==> config.mk <==
export PLATFORM = sky130hd
export DESIGN_NAME = de_pipe_reg_flat
export DESIGN_NICKNAME = d
export VERILOG_FILES = /design/src/rtl/de_pipe_reg_if.sv /design/src/rtl/de_pipe_reg.sv /design/src/flat_wrapper.sv
export SDC_FILE = /design/constraint.sdc
export NUM_CORES = 1
export LEC_CHECK = 0
export BUFFER_PORTS_ARGS = -buffer_cell sky130_fd_sc_hd__buf_2
export CELL_PAD_IN_SITES_DETAIL_PLACEMENT = 1
export CELL_PAD_IN_SITES_GLOBAL_PLACEMENT = 1
export CORE_MARGIN = 8
export CORE_UTILIZATION = 34
export CTS_CLUSTER_SIZE = 14
export DETAILED_ROUTE_END_ITERATION = 12
export GPL_TIMING_DRIVEN = 0
export PLACE_DENSITY_LB_ADDON = 0.1
export SYNTH_ARGS = -nofsm -noshare
export SYNTH_HDL_FRONTEND = slang
export SYNTH_SLANG_ARGS = --single-unit
==> constraint.sdc <==
create_clock -name clk -period 2.7 [get_ports clk]
set_clock_uncertainty 0.1 [all_clocks]
set_input_delay 0 -clock clk [delete_from_list [all_inputs] [get_ports clk]]
set_output_delay 0 -clock clk [all_outputs]
set_load 0.01 [all_outputs]
==> src/rtl/de_pipe_reg_if.sv <==
// rtl/de_pipe_reg_if.sv - decode/execute pipeline register bus
interface de_pipe_reg_if #(
   parameter int CNT_W = 16
);
   logic             D_valid;
   logic [5:0]       D_op;
   logic [31:0]      D_valA;
   logic [31:0]      D_valC;
   logic [4:0]       D_srcA;
   logic [4:0]       D_srcB;
   logic             D_useB;
   logic [4:0]       D_dst;
   logic             ext_stall;
   logic             flush;
   logic             E_valid;
   logic [5:0]       E_op;
   logic [31:0]      E_valA;
   logic [31:0]      E_valC;
   logic [4:0]       E_dst;
   logic             d_stall;
   logic [CNT_W-1:0] bubble_cnt;

   modport master (
      output D_valid, D_op, D_valA, D_valC, D_srcA, D_srcB, D_useB, D_dst,
             ext_stall, flush,
      input  E_valid, E_op, E_valA, E_valC, E_dst, d_stall, bubble_cnt
   );

   modport slave (
      input  D_valid, D_op, D_valA, D_valC, D_srcA, D_srcB, D_useB, D_dst,
             ext_stall, flush,
      output E_valid, E_op, E_valA, E_valC, E_dst, d_stall, bubble_cnt
   );
endinterface

==> src/rtl/de_pipe_reg.sv <==
// rtl/de_pipe_reg.sv - decode-to-execute pipeline register with load-use bubble insertion
module de_pipe_reg #(
   parameter logic [5:0] OP_LW = 6'b100011,
   parameter int         CNT_W = 16
) (
   input logic          clk,
   input logic          rst_n,
   de_pipe_reg_if.slave bus
);
   logic             eValidQ;
   logic [5:0]       eOpQ;
   logic [31:0]      eValAQ;
   logic [31:0]      eValCQ;
   logic [4:0]       eDstQ;
   logic [CNT_W-1:0] bubbleCntQ;
   logic             hazard;
   logic             srcAHit;
   logic             srcBHit;

   // $0 is never written, so a load targeting it cannot create a dependency.
   always_comb begin
      srcAHit = (bus.D_srcA == eDstQ);
      srcBHit = bus.D_useB && (bus.D_srcB == eDstQ);
      hazard  = eValidQ && (eOpQ == OP_LW) && (eDstQ != 5'd0) && bus.D_valid
                && (srcAHit || srcBHit);
   end

   assign bus.d_stall    = bus.ext_stall | (hazard & ~bus.flush);
   assign bus.E_valid    = eValidQ;
   assign bus.E_op       = eOpQ;
   assign bus.E_valA     = eValAQ;
   assign bus.E_valC     = eValCQ;
   assign bus.E_dst      = eDstQ;
   assign bus.bubble_cnt = bubbleCntQ;

   always_ff @(posedge clk or negedge rst_n) begin
      if (!rst_n) begin
         eValidQ    <= 1'b0;
         eOpQ       <= 6'd0;
         eValAQ     <= 32'd0;
         eValCQ     <= 32'd0;
         eDstQ      <= 5'd0;
         bubbleCntQ <= '0;
      end else if (bus.ext_stall) begin
         eValidQ    <= eValidQ;
      end else if (bus.flush || hazard) begin
         // All-zero fields are the no-op bubble encoding.
         eValidQ <= 1'b0;
         eOpQ    <= 6'd0;
         eValAQ  <= 32'd0;
         eValCQ  <= 32'd0;
         eDstQ   <= 5'd0;
         if (bubbleCntQ != {CNT_W{1'b1}}) begin
            bubbleCntQ <= bubbleCntQ + 1'b1;
         end
      end else begin
         eValidQ <= bus.D_valid;
         eOpQ    <= bus.D_op;
         eValAQ  <= bus.D_valA;
         eValCQ  <= bus.D_valC;
         eDstQ   <= bus.D_dst;
      end
   end
endmodule

==> src/flat_wrapper.sv <==
// flat-port wrapper written by rule: the top's interface ports become plain ports
module de_pipe_reg_flat 
#(
   parameter logic [5:0] OP_LW = 6'b100011,
   parameter int         CNT_W = 16
)
  (clk, rst_n, bus_D_valid, bus_D_op, bus_D_valA, bus_D_valC, bus_D_srcA, bus_D_srcB, bus_D_useB, bus_D_dst, bus_ext_stall, bus_flush, bus_E_valid, bus_E_op, bus_E_valA, bus_E_valC, bus_E_dst, bus_d_stall, bus_bubble_cnt);
  de_pipe_reg_if #(.CNT_W(CNT_W)) bus_i ();
  input logic clk;
  input logic rst_n;
  input wire logic [$bits(bus_i.D_valid)-1:0] bus_D_valid;
  input wire logic [$bits(bus_i.D_op)-1:0] bus_D_op;
  input wire logic [$bits(bus_i.D_valA)-1:0] bus_D_valA;
  input wire logic [$bits(bus_i.D_valC)-1:0] bus_D_valC;
  input wire logic [$bits(bus_i.D_srcA)-1:0] bus_D_srcA;
  input wire logic [$bits(bus_i.D_srcB)-1:0] bus_D_srcB;
  input wire logic [$bits(bus_i.D_useB)-1:0] bus_D_useB;
  input wire logic [$bits(bus_i.D_dst)-1:0] bus_D_dst;
  input wire logic [$bits(bus_i.ext_stall)-1:0] bus_ext_stall;
  input wire logic [$bits(bus_i.flush)-1:0] bus_flush;
  output wire logic [$bits(bus_i.E_valid)-1:0] bus_E_valid;
  output wire logic [$bits(bus_i.E_op)-1:0] bus_E_op;
  output wire logic [$bits(bus_i.E_valA)-1:0] bus_E_valA;
  output wire logic [$bits(bus_i.E_valC)-1:0] bus_E_valC;
  output wire logic [$bits(bus_i.E_dst)-1:0] bus_E_dst;
  output wire logic [$bits(bus_i.d_stall)-1:0] bus_d_stall;
  output wire logic [$bits(bus_i.bubble_cnt)-1:0] bus_bubble_cnt;
  assign bus_i.D_valid = bus_D_valid;
  assign bus_i.D_op = bus_D_op;
  assign bus_i.D_valA = bus_D_valA;
  assign bus_i.D_valC = bus_D_valC;
  assign bus_i.D_srcA = bus_D_srcA;
  assign bus_i.D_srcB = bus_D_srcB;
  assign bus_i.D_useB = bus_D_useB;
  assign bus_i.D_dst = bus_D_dst;
  assign bus_i.ext_stall = bus_ext_stall;
  assign bus_i.flush = bus_flush;
  assign bus_E_valid = bus_i.E_valid;
  assign bus_E_op = bus_i.E_op;
  assign bus_E_valA = bus_i.E_valA;
  assign bus_E_valC = bus_i.E_valC;
  assign bus_E_dst = bus_i.E_dst;
  assign bus_d_stall = bus_i.d_stall;
  assign bus_bubble_cnt = bus_i.bubble_cnt;
  de_pipe_reg #(.OP_LW(OP_LW), .CNT_W(CNT_W)) u_core (.clk(clk), .rst_n(rst_n), .bus(bus_i));
endmodule
# Word-level counts from Yosys, hierarchy flattened
# Cells that the tools add are included.
[classes]
n_addsub = 1
eq_ne = 4
muxes = 5
n_bitwise = 4
n_reduce_logical = 9
[ops]
columns = ["cell", "count"]
rows = [
  ["32-bit two-way mux", 2],
  ["16-bit by 1-bit adder with 16-bit output (second input constant)", 1],
  ["16-bit != test (second input constant)", 1],
  ["5-bit equality test", 2],
  ["6-bit equality test (second input constant)", 1],
  ["6-bit two-way mux", 1],
  ["1-bit logical AND", 5],
  ["5-bit two-way mux", 1],
  ["5-bit nonzero test", 1],
  ["3-bit AND reduction", 1],
  ["1-bit logical OR", 2],
  ["1-bit NOT", 2],
  ["1-bit bitwise AND", 1],
  ["1-bit two-way mux", 1],
  ["1-bit OR", 1],
]
[word_totals]
reg_bits = 92
in_bits = 91
out_inout_bits = 93

# Depth between registers and ports, before layout
# Gate-level depths: netlist of the first run.
[depth]
depth_word = 7
ltp_mapped = 8
mapped_depth_nobuf = 7

# Worst setup path before layout of the first run
# No wires, ideal clock.
[synth_path]
path_type = "register to register"
startpoint = "reg u_core.eOpQ[3] (netlist: u_core.bus.E_op[3])"
endpoint = "reg u_core.bubbleCntQ[1] (netlist: u_core.bus.bubble_cnt[1])"
setup_ps = 125
arrival_time_ps = 1997
path_slack_ps = 479
path_stages_with_launch = 7
path_buffers = 1
synth_period_minus_slack_ps = 2221
cell_sequence = "dfrtp_1 -> or4b_4 -> a211o_1 -> a221oi_2 -> nand2_2 -> buf_6 -> mux2_2"
[synth_via]
elab_chain_len = 7
[synth_lines]
columns = ["element", "line_no", "text"]
rows = [
  ["from (decl)", "de_pipe_reg.sv:11", "logic [5:0] eOpQ;"],
  ["from (signal assigned)", "de_pipe_reg.sv:58", "eOpQ <= bus.D_op;"],
  ["6-bit equality test", "de_pipe_reg.sv:24", "hazard = eValidQ && (eOpQ == OP_LW) && (eDstQ != 5'd0) && bus.D_valid"],
  ["1-bit logical AND (3 in series)", "de_pipe_reg.sv:24", ""],
  ["1-bit logical AND", "de_pipe_reg.sv:25", "&& (srcAHit || srcBHit);"],
  ["1-bit logical OR", "de_pipe_reg.sv:46", "end else if (bus.flush || hazard) begin"],
  ["3-bit AND reduction (no line)", "n/a", ""],
  ["to (signal assigned)", "de_pipe_reg.sv:54", "bubbleCntQ <= bubbleCntQ + 1'b1;"],
  ["to (decl)", "de_pipe_reg.sv:15", "logic [CNT_W-1:0] bubbleCntQ;"],
]
# Every way passes these cells.
# A chain may end at the register's enable or synchronous reset.

# Final worst setup path of the first run
[layout_path]
startpoint = "reg u_core.eOpQ[3] (netlist: u_core.bus.E_op[3])"
endpoint = "reg u_core.eValCQ[17] (netlist: u_core.bus.E_valC[17])"
[layout_via]
elab_chain_len = 7
[layout_lines]
columns = ["element", "line_no", "text"]
rows = [
  ["6-bit equality test", "de_pipe_reg.sv:24", ""],
  ["1-bit logical AND (3 in series)", "de_pipe_reg.sv:24", ""],
  ["1-bit logical AND", "de_pipe_reg.sv:25", ""],
  ["1-bit logical OR", "de_pipe_reg.sv:46", ""],
  ["32-bit two-way mux", "de_pipe_reg.sv:46", ""],
  ["to (signal assigned)", "de_pipe_reg.sv:60", "eValCQ <= bus.D_valC;"],
  ["to (decl)", "de_pipe_reg.sv:13", "logic [31:0] eValCQ;"],
]
# Every way passes these cells.

==> Flow_metrics.wiki, run 1 <==
{| class="wikitable"
! Metric !! Value
|-
| Leading cell types by total area after synthesis || sky130_fd_sc_hd__dfrtp_1 (64%), sky130_fd_sc_hd__a22o_1 (18%), sky130_fd_sc_hd__xnor2_1 (3.1%)
|-
| Chip Height || roughly 120 um
|-
| Data arrival, critical path || roughly 2.6 ns
|-
| Number of warning messages in the yosys log || 0
|-
| Placed instance count || 585
|-
| Residual DRC count || 0
|-
| Total half-perimeter wirelength after legalization and detailed placement || 8.98 mm
|-
| Unrepaired setup endpoints after global routing || false
|-
| Layout cells sized above 1 || roughly two fifths
|-
| Horiz. Die Dim || 119 um
|-
| Clock edge transition at the registers on the reported setup and hold paths || about 0.090 ns
|-
| Layout Area Growth over Synthesis || 57.2%
|-
| Total met3 wirelength after detailed routing || around 800 um
|-
| Maximum fanout along the worst path || 10
|-
| Number of cell instances on the worst register-to-register path || 7
|-
| TritonRoute pass-1 iters || 4
|-
| Data required, critical path || 2.84 ns
|-
| Average footprint of a synthesized cell || 13.6 um2
|-
| TritonCTS clock tree || built
|-
| Number of storage elements in the synthesis netlist || 92
|-
| Pre-CTS setup slack || about 0.24 ns
|-
| Root cell of the clock tree || sky130_fd_sc_hd__clkbuf_8
|-
| Top library cells by usage in the layout, fill and taps aside || sky130_fd_sc_hd__buf_2 (186), sky130_fd_sc_hd__dfrtp_1 (92), sky130_fd_sc_hd__dlygate4sd3_1 (77), sky130_fd_sc_hd__a22o_1 (75), sky130_fd_sc_hd__xnor2_1 (13)
|-
| Post-Synthesis Cell Area || roughly 0.0036 mm2
|-
| Length of routed met2 wiring || approximately 6.6 mm
|-
| P_sw || around 920 uW
|-
| Starting density of the core || a little over a third
|-
| Clock share of power || between 20% and 30%
|-
| Routed metal-1 wirelength || about 5.4 mm
|-
| Number of non-filler instances in the completed layout || between 600 and 700
|-
| Crit Path Category || reg -> reg
|-
| FF/Latch Area || 0.00230 mm2
|-
| Total Routed Length || 13.1 mm
|-
| Maximum buffer depth of the clock tree || 2
|-
| Number of cells upsized or downsized after cts || 0
|-
| Setup TNS || 0 ns
|-
| Share of power burned in registers || 51.4%
|-
| Launch point of the worst reg-to-reg path || u_core.bus.E_op[3]
|-
| Power density over the cells || around 560 mW/mm2
|-
| Multi-input logic area || around 0.0012 mm2
|-
| Port Buf Inserts || roughly 180
|-
| IO Pins || approximately 180
|-
| Type of the tightest min-delay check || in -> reg
|-
| Total internal power || about 2.3 mW
|-
| Crit path time final || ~2.5 ns
|-
| Vias per inst || slightly below 5
|-
| Actual transition at the worst max-transition pin || between 0.5 and 0.6 ns
|-
| Total setup violations reported at the end of the flow || 0
|-
| Sequential area share after synthesis || about 64%
|-
| Capturing point of the worst reg2reg path || u_core.bus.E_valC[17]
|-
| Worst vdd rail ir drop || roughly 290 uV
|-
| Final critical-path share of the clock period || between 90% and 100%
|-
| Total congestion overflow after global routing || 0
|-
| Endpoint of the worst hold path || u_core.bus.bubble_cnt[10]
|-
| Max-slew violation count || 0
|-
| Maximum Capacitance Violations || 0
|-
| Global-route wire length before repair || 21.6 mm
|-
| Fill cell instance count of the final layout || 1,115
|-
| Startpoint Class || flop
|-
| Post-layout net count || 629
|-
| Internal reg-to-reg setup slack || roughly 0.23 ns
|-
| Via count of the first global-routing pass || just under 4k
|-
| WL per Instance || 19.3 um
|-
| Share of total power in combinational logic || a little over a fifth
|-
| Kind of capture point of the worst setup path || flop
|-
| Netlist cell types || 32
|-
| Share of synthesized flip-flops with an asynchronous set or reset || between 90% and 100%
|-
| Net count of the mapped netlist || around 360
|-
| Top layer reached by signal wires || met4
|-
| Reported leakage power || 2.96 nW
|-
| Worst slew margin || 61.1%
|-
| GRT Total Usage || about a fifth
|-
| Most used flip-flop cell after synthesis || sky130_fd_sc_hd__dfrtp_1
|-
| Final non-filler cell area || 0.00569 mm2
|-
| Htree depth || 3
|-
| Achievable Freq || about 0.40 GHz
|-
| Switching part of the total power || 29.0%
|-
| Floorplan Core Area || approximately 0.010 mm2
|-
| Cell accounting for the most synthesized area || sky130_fd_sc_hd__dfrtp_1
|-
| Detail Route Antenna Nets || 0
|-
| Post-layout worst setup margin || about 0.23 ns
|-
| Hold Violations, Final || 0
|-
| Depth of the worst hold-timing path || 4
|-
| Worst min-delay path startpoint || bus_flush
|-
| Total die area || approximately 0.014 mm2
|-
| Standard-cell row count || 37
|-
| Vias || 3,322
|-
| Clk Latency, worst-skew pair || 0.36 ns
|-
| Placed Area || ~0.0047 mm2
|-
| First-iteration detailed-routing DRC count || roughly 110
|-
| CTS Buf Count || 9
|-
| Number of flops mapped to enable cells by yosys || 0
|-
| Gate count after technology mapping || around 270
|-
| Outcome || finished, final reports clean
|-
| Proportion of netlist area held by the largest area contributor || a little under two thirds
|-
| Maximum number of pins on one net before global-route repair || a little over 50
|-
| Most common library cell in the layout ignoring fill and taps || sky130_fd_sc_hd__buf_2
|-
| Clk sink count || a little over 90
|-
| Antenna violations before repair || 1
|-
| Gp weighted congestion || between 0.7 and 0.8
|}
cell families (layout without fill, tap and decap cells):
| logic type | after synthesis | in the layout | share of synthesized area (%) |
|---|---|---|---|
| and+or+nand+nor | 42 | 42 | 6.81 |
| buffers and inverters | 21 | 296 | 2.56 |
| muxes | 1 | 1 | 0.311 |
| xor gates and xnor gates | 25 | 25 | 6.05 |
| adders and majority gates | 1 | 1 | 0.346 |
| AOI/OAI and AO/OA | 84 | 84 | 20.3 |
| DFF | 92 | 92 | 63.6 |
| other | 0 | 1 | 0 |
sequential cells by signal, summed over array words and instances (netlist names):
register,cells
u_core.bus.E_op,6
u_core.bus.bubble_cnt,16
u_core.bus.E_valA,32
u_core.bus.E_dst,5
u_core.bus.E_valC,32
u_core.bus.E_valid,1
critical path, stage by stage (launching register included):
cell and delay, ns:
sky130_fd_sc_hd__dfrtp_1 0.41, sky130_fd_sc_hd__or4b_4 0.56, sky130_fd_sc_hd__a211oi_1 0.29, sky130_fd_sc_hd__a21oi_1 0.16
sky130_fd_sc_hd__nor2b_1 0.19, sky130_fd_sc_hd__buf_2 0.23, sky130_fd_sc_hd__buf_2 0.21, sky130_fd_sc_hd__a22o_1 0.21
cells in the mapped netlist (4+ instances only):
library cell / count
sky130_fd_sc_hd__dfrtp_1: 92
sky130_fd_sc_hd__clkbuf_1: 12
sky130_fd_sc_hd__nor3_1: 4
sky130_fd_sc_hd__xnor2_1: 13
sky130_fd_sc_hd__nor3_2: 5
sky130_fd_sc_hd__nand3_1: 6
sky130_fd_sc_hd__buf_2: 5
sky130_fd_sc_hd__xor2_1: 12
sky130_fd_sc_hd__nor2_1: 5
sky130_fd_sc_hd__nand2_1: 8
sky130_fd_sc_hd__a22o_1: 75
stage by stage:
step	util [%]	hold slack, ns	power [mW]
6_report	55.1	0.0340	3.17
5_1_grt	55.1	0.0541	3.34
4_1_cts	55.1	0.0283	3.22
3_5_place_dp	45.8	-0.0573	2.24
3_3_place_gp	45.5	0.115	2.21
2_1_floorplan	-	-0.396	1.91
layer usage:
layer	up-vias	GRT usage [%]
met5	-	0
met4	0	7.91
met3	19	5.38
met2	115	32.9
met1	1654	21.5
li1	1534	-
cell type report:
class | count | share of cell area [%]
buffer | 18 | 1.43
timing repair buffer | 260 | 30.1
clock inverter | 3 | 0.374
multi-input combinational | 153 | 21.5
clock buffer | 12 | 2.90
inverter | 3 | 0.198
tap | 136 | 2.99
sequential | 92 | 40.5
antenna | 1 | 0.0440
how the worst max path moves through the flow:
stage                             from                  endpoint  slack, ns  cells after the start
floorplan           u_core.bus.E_op[3]  u_core.bus.bubble_cnt[1]       0.48                      6
global placement    u_core.bus.E_op[3]     u_core.bus.E_valC[19]       0.23                      7
detailed placement  u_core.bus.E_op[3]     u_core.bus.E_valC[13]       0.24                      7
CTS                 u_core.bus.E_op[3]     u_core.bus.E_valC[13]       0.22                      7
global route        u_core.bus.E_op[2]     u_core.bus.E_valC[17]       0.08                      7
finish              u_core.bus.E_op[3]     u_core.bus.E_valC[17]       0.23                      7
what timing repair did:
| item | 4_1_cts | 5_1_grt |
|---|---|---|
| setup buffers | 0 | 0 |
| hold endpoints to repair | 129 | 0 |
| hold buffers | 77 | 0 |
power groups by stage:
stage                     registers, mW  clock network, mW  logic [mW]
after CTS                          1.63              0.922       0.668
after global placement             1.65                  0       0.562
final                              1.63              0.881       0.661
after floorplan                    1.70                  0       0.209
after detailed placement           1.66                  0       0.580
after global routing               1.65              0.961       0.728
(Power assumes the default switching activity.)
==> inputs of run 2 (changes only) <==
Settings changed: CORE_UTILIZATION 34 to 29.
==> run 2 against run 1 <==
Against the previous run: global-route usage down 3.1 points; sequential share of layout area is 0.89 points lower; via count decreased by 2.2%; first-iteration DRC count is 36% lower; critical path type unchanged; largest power group unchanged.
==> Flow_metrics.wiki, run 2 (synthesis gave the netlist of run 1 again) <==
{| class="wikitable"
! Metric !! Value
|-
| Outcome || finished, final reports clean
|-
| Root cell of the clock tree || sky130_fd_sc_hd__clkbuf_16
|-
| Critical path buffers and inverters || 2 (unchanged)
|-
| Layout Area Growth over Synthesis || 60.7%
|-
| Overall power after layout || 3.46 mW (+8.9%)
|-
| Hold Violations, Final || 0 (unchanged)
|-
| Horiz. Die Dim || 128 um (+7.2%)
|-
| Reported leakage power || 3.00 nW (+1.2%)
|-
| GRT Total Usage || 15.9% (-3.1 points)
|-
| Endpoint of the worst hold path || u_core.bus.bubble_cnt[10]
|-
| WL per Instance || 17.7 um (-7.9%)
|-
| Clk Latency, worst-skew pair || 0.34 ns (-0.02 ns)
|-
| Total die area || 0.0163 mm2 (+15%)
|-
| Power density over the cells || 594 mW/mm2 (+6.6%)
|-
| Port Buf Inserts || 182 (unchanged)
|-
| Maximum fanout along the worst path || 10 (unchanged)
|-
| Setup TNS || 0 ns (unchanged)
|-
| Maximum number of pins on one net before global-route repair || 50 (-2.0%)
|-
| CTS Buf Count || 9 (unchanged)
|-
| Total Routed Length || 12.7 mm (-3.1%)
|-
| Maximum buffer depth of the clock tree || 2 (unchanged)
|-
| Final critical-path share of the clock period || 90.2% (-1.4 points)
|-
| Total congestion overflow after global routing || 0 (unchanged)
|-
| Internal reg-to-reg setup slack || 0.26 ns (+0.04 ns)
|-
| TritonRoute pass-1 iters || 4 (unchanged)
|-
| Startpoint Class || flop
|-
| Post-CTS Setup Inserts || 0 (unchanged)
|-
| Starting density of the core || 29.2% (-5.9 points)
|-
| Vias || 3,248 (-2.2%)
|-
| Slowest cell on crit path || sky130_fd_sc_hd__or4b_4
|-
| Fill cell instance count of the final layout || 1,394 (+25%)
|-
| Htree depth || 3 (unchanged)
|-
| Gp weighted congestion || 0.713 (-1.2%)
|-
| Type of the tightest min-delay check || in -> reg
|-
| Worst min-delay path startpoint || bus_flush
|-
| Global-route wire length before repair || 20.2 mm (-6.7%)
|-
| Data required, critical path || 2.82 ns (-0.02 ns)
|-
| Capturing point of the worst reg2reg path || u_core.bus.E_valC[9]
|-
| Cell seen most often among critical-path stages || sky130_fd_sc_hd__buf_2
|-
| Achievable Freq || 0.411 GHz (+1.6%)
|-
| Via count of the first global-routing pass || 3,760 (-4.0%)
|-
| Launch point of the worst reg-to-reg path || u_core.bus.E_op[3]
|-
| Standard-cell row count || 41 (+11%)
|-
| IO Pins || 184 (unchanged)
|-
| Cell-by-cell trace of the critical path || or4b_4 > a211oi_1 > a21oi_1 > nor2b_1 > buf_2 > buf_2 > a22o_1
|-
| TritonCTS clock tree || built
|-
| Antenna violations before repair || 0 (-1)
|-
| Residual DRC count || 0 (unchanged)
|-
| Most common library cell in the layout ignoring fill and taps || sky130_fd_sc_hd__buf_2
|-
| Clock edge transition at the registers on the reported setup and hold paths || 0.06 ns (-0.03 ns)
|-
| Top library cells by usage in the layout, fill and taps aside || sky130_fd_sc_hd__buf_2 (186), sky130_fd_sc_hd__dfrtp_1 (92), sky130_fd_sc_hd__dlygate4sd3_1 (77), sky130_fd_sc_hd__a22o_1 (75), sky130_fd_sc_hd__clkbuf_1 (14)
|-
| Vias per inst || 4.55 (-7.2%)
|-
| Actual transition at the worst max-transition pin || 0.600 ns (+0.0164 ns)
|-
| Data arrival, critical path || 2.56 ns (-0.06 ns)
|-
| Max-slew violation count || 0 (unchanged)
|-
| Worst slew margin || 60.0% (-1.1 points)
|-
| Total setup violations reported at the end of the flow || 0 (unchanged)
|-
| Maximum Capacitance Violations || 0 (unchanged)
|-
| Kind of cell with the highest combined delay on the critical path || simple AND/OR/NAND/NOR gates
|-
| First-iteration detailed-routing DRC count || 73 (-36%)
|-
| Detail Route Antenna Nets || 0 (unchanged)
|-
| Crit Path Category || reg -> reg
|-
| Share of the core filled with cells in the final layout || 46.9% (-8.3 points)
|-
| Number of cell instances on the worst register-to-register path || 7 (unchanged)
|-
| Depth of the worst hold-timing path || 4 (unchanged)
|-
| Post-layout net count || 629 (unchanged)
|-
| Total half-perimeter wirelength after legalization and detailed placement || 9.05 mm (+0.85%)
|-
| Floorplan Core Area || 0.0124 mm2 (+20%)
|-
| Antenna fix cells || 0 (-1)
|-
| Crit path time final || 2.44 ns (-0.0391 ns)
|-
| Stage delay of the slowest cell on the critical path || 0.57 ns (about the same)
|-
| Clk sink count || 92 (unchanged)
|-
| Layout cells sized above 1 || 39.9% (-0.26 points)
|-
| Unrepaired setup endpoints after global routing || false
|-
| Kind of capture point of the worst setup path || flop
|-
| Worst vdd rail ir drop || 308 uV (+7.7%)
|-
| Chip Height || 128 um (+7.2%)
|}
-- run 2: layout make-up --
type | count | area, um2 | area share, %
well taps | 172 | 215 | 3.70
inverters | 3 | 11.3 | 0.194
clock buffers | 12 | 246 | 4.24
repair buffers | 260 | 1710 | 29.4
plain buffers | 18 | 81.3 | 1.40
clock inverters | 4 | 25.0 | 0.430
multi-input cells | 153 | 1220 | 21.1
flip-flops and latches | 92 | 2300 | 39.6
-- run 2: what timing repair did --
| action | CTS | global route |
|---|---|---|
| hold buffers | 77 | 0 |
| endpoints found under the hold margin | 119 | 0 |
| gates resized for setup | 0 | 0 |
| setup endpoints to repair | 0 | 0 |
-- run 2: how the worst max path moves through the flow --
| stage | start | end | slack, ns | cells past startpoint |
|---|---|---|---|---|
| floorplan | u_core.bus.E_op[3] | u_core.bus.bubble_cnt[1] | 0.48 | 6 |
| global placement | u_core.bus.E_op[3] | u_core.bus.E_valC[14] | 0.24 | 7 |
| detailed placement | u_core.bus.E_op[3] | u_core.bus.E_valC[19] | 0.23 | 7 |
| CTS | u_core.bus.E_op[3] | u_core.bus.E_valC[9] | 0.21 | 7 |
| global route | u_core.bus.E_op[3] | u_core.bus.E_valC[18] | 0.07 | 7 |
| finish | u_core.bus.E_op[3] | u_core.bus.E_valC[9] | 0.26 | 7 |
-- run 2: routing by layer --
layer  wire, um  GRT usage [%]
met1       5070           18.0
met2       6470           26.8
met3        963           5.91
met4        171           5.87
met5          0              0
-- run 2: tightest hold or removal path: cells and delay by family --
kind	cells	cell delay (ns)
AND/OR/NAND/NOR	1	0.21
AO/OA/AOI/OAI	1	0.07
XOR/XNOR	1	0.09
buffers and inverters	1	0.10
-- run 2: power breakdown --
part,leakage [nW],switching [mW],internal [mW]
Clock,0.129,0.525,0.647
Combinational,1.68,0.317,0.341
Sequential,1.19,0.119,1.51
Total,3.00,0.960,2.50
-- run 2: per-stage QoR --
stage	instance area [um2]	setup WS (ns)	hold slack, ns	std cells
2_1_floorplan	3620	0.479	-0.396	266
3_3_place_gp	4750	0.235	0.116	620
3_5_place_dp	4780	0.229	-0.0448	621
4_1_cts	5820	0.213	0.0660	714
5_1_grt	5820	0.0741	0.118	714
6_report	5820	0.264	0.0742	714
==> inputs of run 3 (changes only) <==
Settings changed: REMOVE_ABC_BUFFERS from default to 1.
==> run 3 against run 2 <==
Against the previous run: count of clock-buffer cells in the layout rose by 4; combinational power increased by 1%; power is 3.0% higher; die area stayed put; wire length increased by 1.2%; clock power up 8%; worst hold slack got worse by 0.027 ns; via count rose by 0.34%; register-to-register slack lost 0.08 ns; sequential share of layout area decreased by 0.36 points; core utilization grew 0.43 points; largest power group unchanged; highest routed layer unchanged.
==> Flow_metrics.wiki, run 3 (synthesis gave the netlist of run 1 again) <==
{| class="wikitable"
! Metric !! Value
|-
| Outcome || finished, final reports clean
|-
| Floorplan Core Area || 0.0124 mm2 (unchanged)
|-
| Post-layout worst setup margin || 0.185 ns (-0.0792 ns)
|-
| Total congestion overflow after global routing || 0 (unchanged)
|-
| Clk sink count || 92 (unchanged)
|-
| Vias per inst || 4.64 (+2.1%)
|-
| Unrepaired setup endpoints after global routing || false
|-
| Standard-cell row count || 41 (unchanged)
|-
| Total Routed Length || 12.8 mm (+1.2%)
|-
| Global-route wire length before repair || 20.3 mm (+0.79%)
|-
| IO Pins || 184 (unchanged)
|-
| Achievable Freq || 0.398 GHz (-3.1%)
|-
| Starting density of the core || 29.2% (unchanged)
|-
| Max-slew violation count || 0 (unchanged)
|-
| Chip Height || 128 um (unchanged)
|-
| Layout Area Growth over Synthesis || 62.2%
|-
| Final critical-path share of the clock period || 93.2% (+2.9 points)
|-
| Top library cells by usage in the layout, fill and taps aside || sky130_fd_sc_hd__buf_2 (181), sky130_fd_sc_hd__dfrtp_1 (92), sky130_fd_sc_hd__dlygate4sd3_1 (77), sky130_fd_sc_hd__a22o_1 (75), sky130_fd_sc_hd__xnor2_1 (13)
|-
| Placed Area || 0.00476 mm2 (-0.24%)
|-
| Clock edge transition at the registers on the reported setup and hold paths || 0.06 ns (about the same)
|-
| TritonRoute pass-1 iters || 6 (+2)
|-
| Clk Latency, worst-skew pair || 0.34 ns (about the same)
|-
| CTS Buf Count || 9 (unchanged)
|-
| Total half-perimeter wirelength after legalization and detailed placement || 8.42 mm (-7.0%)
|-
| Vias || 3,259 (+0.34%)
|-
| Layout cells sized above 1 || 41.1% (+1.3 points)
|-
| Antenna fix cells || 0 (unchanged)
|-
| Post-layout net count || 617 (-1.9%)
|-
| Worst vdd rail ir drop || 255 uV (-17%)
|-
| Type of the tightest min-delay check || in -> async
|-
| Pre-CTS setup slack || 0.0647 ns (-0.164 ns)
|-
| Horiz. Die Dim || 128 um (unchanged)
|-
| Fill cell instance count of the final layout || 1,368 (-1.9%)
|-
| GRT Total Usage || 16.0% (+0.074 points)
|-
| Placed instance count || 606 (-2.4%)
|-
| Kind of capture point of the worst setup path || flop
|-
| Maximum Capacitance Violations || 0 (unchanged)
|-
| Data required, critical path || 2.86 ns (+0.04 ns)
|-
| Maximum fanout along the worst path || 13 (+3)
|-
| Gp weighted congestion || 0.696 (-2.5%)
|-
| Reported leakage power || 3.03 nW (+1.0%)
|-
| First-iteration detailed-routing DRC count || 152 (+110%)
|-
| Maximum buffer depth of the clock tree || 2 (unchanged)
|-
| Total die area || 0.0163 mm2 (unchanged)
|-
| Crit path time final || 2.52 ns (+0.0792 ns)
|-
| Power density over the cells || 606 mW/mm2 (+2.0%)
|-
| Data arrival, critical path || 2.68 ns (+0.12 ns)
|-
| Root cell of the clock tree || sky130_fd_sc_hd__clkbuf_16
|-
| Residual DRC count || 0 (unchanged)
|-
| Port Buf Inserts || 183 (+0.55%)
|-
| WL per Instance || 18.3 um (+3.0%)
|-
| Most common library cell in the layout ignoring fill and taps || sky130_fd_sc_hd__buf_2
|-
| Final non-filler cell area || 0.00587 mm2 (+0.92%)
|-
| Actual transition at the worst max-transition pin || 0.940 ns (+0.340 ns)
|-
| Via count of the first global-routing pass || 3,766 (+0.16%)
|-
| Detail Route Antenna Nets || 0 (unchanged)
|-
| Worst slew margin || 37.3% (-23 points)
|-
| Crit Path Category || reg -> reg
|-
| Htree depth || 3 (unchanged)
|-
| Maximum number of pins on one net before global-route repair || 82 (+64%)
|-
| Share of the core filled with cells in the final layout || 47.3% (+0.43 points)
|-
| Antenna violations before repair || 0 (unchanged)
|-
| Number of non-filler instances in the completed layout || 702 (-1.7%)
|-
| Hold Violations, Final || 0 (unchanged)
|-
| TritonCTS clock tree || built
|-
| Startpoint Class || flop
|-
| Total setup violations reported at the end of the flow || 0 (unchanged)
|}
## run 3: layer usage
layer | GRT usage [%] | vias up | share of wire (%)
li1 | - | 1514 | -
met3 | 7.24 | 12 | 8.9
met5 | 0 | - | 0
met4 | 4.97 | 0 | 1.3
met2 | 26.5 | 113 | 49
met1 | 18.0 | 1620 | 41
## run 3: final timing paths
kind                                           start  slack (ns)                         to  depth (start not counted)
max                               u_core.bus.E_op[3]        0.18  u_core.bus.bubble_cnt[13]                          6
min                                            rst_n        0.05   u_core.bus.bubble_cnt[5]                          2
max reg2reg                       u_core.bus.E_op[3]        0.18  u_core.bus.bubble_cnt[13]                          6
min reg2reg                u_core.bus.bubble_cnt[13]        0.38  u_core.bus.bubble_cnt[13]                          1
max in group asynchronous                      rst_n        1.79      u_core.bus.E_valA[29]                          3
min in group clk                           bus_flush        0.10  u_core.bus.bubble_cnt[10]                          4
## run 3: through the flow
stage | total power [mW] | TNS, ns | hold WS (ns)
after floorplan | 1.89 | -102.18 | -0.396
after global placement | 2.22 | -253.97 | 0.117
after detailed placement | 2.24 | 0 | -0.129
after CTS | 3.61 | 0 | 0.0298
after global routing | 3.76 | 0 | 0.0950
final | 3.56 | 0 | 0.0476
## run 3: power by group
part           switching [mW]  internal [mW]
combinational           0.318          0.346
clock                   0.509          0.752
sequential              0.125           1.51
total                   0.952           2.61
## run 3: worst max-delay path, stage by stage (launching register included)
cell	delay, ns
sky130_fd_sc_hd__dfrtp_1	0.41
sky130_fd_sc_hd__or4b_4	0.55
sky130_fd_sc_hd__a211o_1	0.26
sky130_fd_sc_hd__a221oi_2	0.40
sky130_fd_sc_hd__nand2_4	0.20
sky130_fd_sc_hd__nor4_1	0.36
sky130_fd_sc_hd__xor2_1	0.17
## run 3: what timing repair did
| item | CTS | global route |
|---|---|---|
| setup buffers | 0 | 2 |
| hold endpoints to repair | 168 | 0 |
| setup endpoints to repair | 0 | 31 |
| resized for setup | 0 | 2 |
| hold buffers | 77 | 0 |
## run 3: area by class of cell
| type | count | area (um2) | area share (%) |
|---|---|---|---|
| multi-input cells | 154 | 1250 | 21.3 |
| well taps | 172 | 215 | 3.67 |
| clock buffers | 16 | 302 | 5.14 |
| repair buffers | 265 | 1790 | 30.5 |
| flip-flops and latches | 92 | 2300 | 39.2 |
| inverters | 3 | 11.3 | 0.192 |
